===== src/rtl/pq_pkg.sv =====
// pq_pkg: shared key-value type, empty marker and operation codes for the shift-register priority queue
package pq_pkg;
  localparam int KEY_W = 16;
  localparam int VAL_W = 16;
  typedef struct packed {
    logic [KEY_W-1:0] key;
    logic [VAL_W-1:0] val;
  } kv_t;
  localparam kv_t KV_EMPTY = '{key: '1, val: '0};
  typedef enum logic [1:0] {OP_NONE, OP_ENQ, OP_DEQ, OP_REPLACE} pq_op_t;
endpackage


===== src/rtl/sr_pq_ctrl.sv =====
// sr_pq_ctrl: request/ack front end sequencing enq/deq/replace strobes into a shift-register PQ stage array
// Ports: i_clk, i_rst_n (async active-low); i_enq_req/i_enq_kv/o_enq_ack enqueue handshake;
// i_deq_req/o_deq_ack dequeue handshake, o_deq_valid/o_deq_kv removed entry; i_head_kv stage-1 contents;
// o_pq_enq/o_pq_deq/o_pq_replace/o_pq_kvi stage-array controls; o_count/o_full/o_empty occupancy.
module sr_pq_ctrl
  import pq_pkg::*;
#(
  parameter int DEPTH = 8,
  localparam int CW = $clog2(DEPTH + 1)
) (
  input  logic          i_clk,
  input  logic          i_rst_n,
  input  logic          i_enq_req,
  input  kv_t           i_enq_kv,
  output logic          o_enq_ack,
  input  logic          i_deq_req,
  output logic          o_deq_ack,
  output logic          o_deq_valid,
  output kv_t           o_deq_kv,
  input  kv_t           i_head_kv,
  output logic          o_pq_enq,
  output logic          o_pq_deq,
  output logic          o_pq_replace,
  output kv_t           o_pq_kvi,
  output logic [CW-1:0] o_count,
  output logic          o_full,
  output logic          o_empty
);
  typedef enum logic {S_IDLE, S_ISSUE} state_t;
  state_t        r_state, w_next;
  pq_op_t        r_op, w_op;
  kv_t           r_kvi, r_deq_kv;
  logic          r_deq_valid;
  logic [CW-1:0] r_count;
  logic          w_issue, w_start;
  assign o_full   = r_count == CW'(DEPTH);
  assign o_empty  = r_count == '0;
  assign o_count  = r_count;
  assign o_pq_kvi = r_kvi;
  assign o_deq_valid = r_deq_valid;
  assign o_deq_kv    = r_deq_kv;
  // An enqueue alone against a full array stays pending; paired with a dequeue it becomes a replace.
  always_comb
    w_op = (i_enq_req && i_deq_req) ? OP_REPLACE :
           i_deq_req               ? OP_DEQ :
           (i_enq_req && !o_full)  ? OP_ENQ : OP_NONE;
  assign w_start = r_state == S_IDLE && w_op != OP_NONE;
  always_ff @(posedge i_clk or negedge i_rst_n)
    if (!i_rst_n) r_state <= S_IDLE;
    else          r_state <= w_next;
  always_comb
    w_next = w_start ? S_ISSUE : S_IDLE;
  // Empty-queue deq/replace are acked without touching the stage array.
  always_comb begin
    w_issue      = r_state == S_ISSUE;
    o_pq_enq     = w_issue && r_op == OP_ENQ;
    o_pq_deq     = w_issue && r_op == OP_DEQ && !o_empty;
    o_pq_replace = w_issue && r_op == OP_REPLACE && !o_empty;
    o_enq_ack    = w_issue && (r_op == OP_ENQ || r_op == OP_REPLACE);
    o_deq_ack    = w_issue && (r_op == OP_DEQ || r_op == OP_REPLACE);
  end
  always_ff @(posedge i_clk or negedge i_rst_n)
    if (!i_rst_n) begin
      r_op        <= OP_NONE;
      r_kvi       <= KV_EMPTY;
      r_deq_valid <= 1'b0;
      r_deq_kv    <= KV_EMPTY;
      r_count     <= '0;
    end else begin
      if (w_start) begin
        r_op  <= w_op;
        r_kvi <= i_enq_kv;
      end
      r_deq_valid <= o_deq_ack;
      // head is sampled before the stage array shifts on this same edge
      if (o_deq_ack)
        r_deq_kv <= !o_empty ? i_head_kv : r_op == OP_REPLACE ? r_kvi : KV_EMPTY;
      if (o_pq_enq && !o_full)
        r_count <= r_count + 1'b1;
      else if (o_pq_deq && !o_empty)
        r_count <= r_count - 1'b1;
    end
endmodule


===== config.mk =====
export PLATFORM = sky130hd
export DESIGN_NAME = sr_pq_ctrl
export DESIGN_NICKNAME = d
export VERILOG_FILES = /design/src/rtl/pq_pkg.sv /design/src/rtl/sr_pq_ctrl.sv
export SDC_FILE = /design/constraint.sdc
export NUM_CORES = 1
export LEC_CHECK = 0
export ABC_CLOCK_PERIOD_IN_PS = 2600
export CAP_MARGIN = 20
export CORE_UTILIZATION = 40
export DETAILED_ROUTE_END_ITERATION = 6
export HOLD_SLACK_MARGIN = 0.03
export PLACE_DENSITY = 0.8
export SLEW_MARGIN = 30
export SYNTH_ARGS = -nofsm -noshare
export SYNTH_HDL_FRONTEND = slang
export SYNTH_SLANG_ARGS = --single-unit

===== constraint.sdc =====
create_clock -name i_clk -period 2.6 [get_ports i_clk]
set_clock_uncertainty 0.2 [all_clocks]
set_input_delay 0.26 -clock i_clk [delete_from_list [all_inputs] [get_ports i_clk]]
set_output_delay 0.26 -clock i_clk [all_outputs]
set_load 0.05 [all_outputs]

==> impl_metrics.tcl <==
set metrics [dict create \
    ys_seq_area_share_pct 59.55 \
    worstPathBufferInverterCount 1 \
    setup.worst_path.class "flip-flop to flip-flop" \
    htree_levels 3 \
    yosysWarningCount 0 \
    vias_per_cell 4.939 \
    finalCriticalPeriod_ns 2.429 \
    die_h_um 89.94 \
    fp.dieW_um 89.94 \
    outcome "completed" \
    yosys.area.top_type_share_pct 32.36 \
    placed_area_um2 4667 \
    p_leak_uw 0.002001 \
    critPathCaptureType "flip-flop" \
    core_area_um2 7370 \
    syn_nets 325 \
    hold_class "primary input to async pin" \
    clkSlewWorstSetupHoldPaths_ns 0.08 \
    required_ns 2.61 \
    ys_seq_elements 72 \
    path_delay_family "compound AO/OA/AOI/OAI gates" \
    ir_drop_uv 721.5 \
    ys_types 35 \
    synth_area_leaders "dfrtp_1 (32%), dfstp_2 (27%), mux2_1 (11%)" \
    power_uw 6330 \
    fmax_mhz 411.7 \
    drt_iter0_drc 94 \
    hold_viol_final 0 \
    reg2reg_depth 5 \
    power_switching_uw 3044 \
    die_area_um2 8088 \
    drive_gt1_share_pct 17.49 \
    rsz0062_at_grt "false" \
    synth_top_cell_by_area "dfrtp_1" \
    clk-insertion-delay-late_ns 0.33 \
    portBuffers 143 \
    syn-cell-area_um2 3093 \
    cp_slowest_cell "a21oi_4" \
    fill_cells 568 \
    holdWs_ns 0.2803 \
    grt_max_degree 73 \
    grt_pass1_vias 2538 \
    gp_congestion 0.7170 \
    groute.usage.overall_pct 21.04 \
    power.density_nw_per_um2 1307 \
    io_pins 144 \
    ant_nets 0 \
    dp_hpwl_mm 5.667 \
    relSlewSlack_pct 57.63 \
    initial_core_util_pct 41.97 \
    nNetsFinal 472 \
    design_area_um2 4843 \
    period_share_pct 93.42 \
    setup_viol 0 \
    avgSynthCellArea_um2 12.18 \
    worstMarginPinSlew_ns 0.6342 \
    cts_num_sinks 72 \
    maxCapViolations 0 \
    slew_violations 0 \
    synthCells 254 \
    cp_max_fo 18 \
    root_buffer "clkbuf_8" \
    cts_made_buffers 9 \
    grt_remaining_overflow 0 \
    dr_total_vias 2494 \
    firstDrtPassIters 4 \
    antennaDiodeCount 0 \
    route.detailed.drc 0 \
    wl_mm 8.046 \
    cts_tree "yes" \
    antenna_found_initial 0 \
    cp.arrival_ns 2.44 \
    p_comb_share_pct 56.2 \
    clk_path_buf_depth 2 \
    detail_route.wl_per_cell_um 15.93 \
    p_seq_share_pct 32.0 \
    area_delta_synth_final_pct 56.59 \
    power.internal_uw 3286 \
    crit_cells 5 \
    cts_setup_buffers 0 \
    slowest_delay_ns 0.54 \
    clockPowerShare_pct 11.8 \
    path_cells "nor3_4 -> a311oi_2 -> a21oi_4 -> buf_16 -> mux2_1" \
    critPathLaunchType "flip-flop" \
    rows 31 \
    swShare_pct 48.08 \
    fin_tns_setup_ns 0 \
    grt_pass1_wl_mm 13.35 \
]
## layout by cell type, fill, tap and decap left out, types with 2 or more instances in the layout
master	Yosys	final
clkdlybuf4s50_1	0	137
clkinv_2	0	3
xnor2_1	2	2
clkbuf_1	9	3
o21ai_0	23	23
nand2_1	35	34
buf_4	0	8
nor3_4	1	2
ha_1	2	2
mux2_2	3	3
buf_12	0	3
o21ai_1	10	10
a21oi_1	2	2
dfstp_2	32	32
a21o_1	2	2
inv_1	8	8
mux2_1	29	29
clkbuf_8	0	9
o22ai_1	16	16
a22oi_1	16	16
dfrtp_1	40	39
clkinv_4	1	2
## logic make-up (layout without fill, tap and decap cells)
kind of cell,after synthesis,count (layout),share of synthesized area [%]
compound gates,72,72,14.52
xor+xnor,3,3,0.8497
fa+ha+maj,3,3,1.456
buf+inv,25,177,4.288
flops,72,72,59.55
mux,34,34,12.46
simple gates,45,45,6.878
## routing by layer
layer | track usage (%) | wire (um) | up-vias
met3 | 4.230 | 387 | 12
met1 | 28.07 | 3606 | 1204
met5 | 0 | 0 | -
li1 | - | - | 1192
met2 | 34.74 | 3927 | 86
met4 | 6.452 | 125 | 0
## synthesized netlist by cell type
cell type	number
mux2_2	3
fa_1	1
nand2b_1	1
xnor2_1	2
dfstp_2	32
and4b_1	1
and2_1	1
xor2_1	1
or2_4	1
o21ai_0	23
mux2i_1	1
a311oi_2	1
dfrtp_1	40
a21oi_4	1
nand4b_1	1
o22ai_1	16
buf_6	4
clkbuf_1	9
a22oi_1	16
a211oi_1	1
a21oi_1	2
inv_1	8
nor3_2	1
mux2_4	1
nor2_1	1
a21o_1	2
buf_2	3
o21ai_1	10
ha_1	2
nor3_4	1
mux2_1	29
nor3_1	1
nand2_1	35
and3_1	1
clkinv_4	1
## sequential cells by signal, summed over array words and instances (netlist names)
name,cells
o_count,4
o_deq_kv,32
o_deq_valid,1
o_pq_kvi,32
r_op,2
r_state,1
## through the flow
step / setup slack, ns / util, % / instances
after floorplan: 0.02699 / - / 254
after global placement: 0.05992 / 62.95 / 487
after detailed placement: 0.07162 / 63.33 / 488
after CTS: 0.04197 / 65.62 / 505
after global routing: 0.01863 / 65.72 / 505
final: 0.1710 / 65.72 / 505
## power groups by stage
| stage | Clock (uW) | Sequential, uW | Combinational, uW |
|---|---|---|---|
| after floorplan | 0 | 3540 | 827 |
| after global routing | 815 | 2100 | 3730 |
| after CTS | 764 | 2030 | 3580 |
| final | 745 | 2030 | 3560 |
| after global placement | 0 | 2010 | 3500 |
| after detailed placement | 0 | 2050 | 3570 |
## worst reg2reg max path: stages, from the launching register on
cell      delay, ns
dfrtp_1        0.44
nor3_4         0.34
a311oi_2       0.20
a21oi_4        0.54
buf_16         0.24
mux2_1         0.34
## cell type report
type                       instances  area (um^2)  share of cell area (%)
inverter                           9        38.79                  0.8008
timing repair buffer             152         1546                   31.93
tap                               99        123.9                   2.557
clock inverter                     4        23.77                  0.4908
multi-input combinational        157         1132                   23.38
clock buffer                      12        135.1                   2.790
sequential                        72         1843                   38.05
## final timing paths
| kind | from | to | slack [ns] |
|---|---|---|---|
| worst min-delay path | i_rst_n | o_deq_kv[8] | 0.28 |
| worst min register to register | o_deq_kv[29] | o_deq_kv[29] | 0.28 |
| min in group i_clk | o_deq_kv[29] | o_deq_kv[29] | 0.28 |
| max in group asynchronous | i_rst_n | o_deq_kv[31] | 1.56 |
| worst max-delay path | o_count[2] | o_pq_kvi[14] | 0.17 |
| worst max register to register | o_count[2] | o_pq_kvi[14] | 0.17 |
## repair_timing
item                                    CTS  global route
resized for setup                         0             2
endpoints found under the setup margin    0             2
hold endpoints to repair                 40             0
hold buffers                              1             0
(Power assumes the default switching activity.)
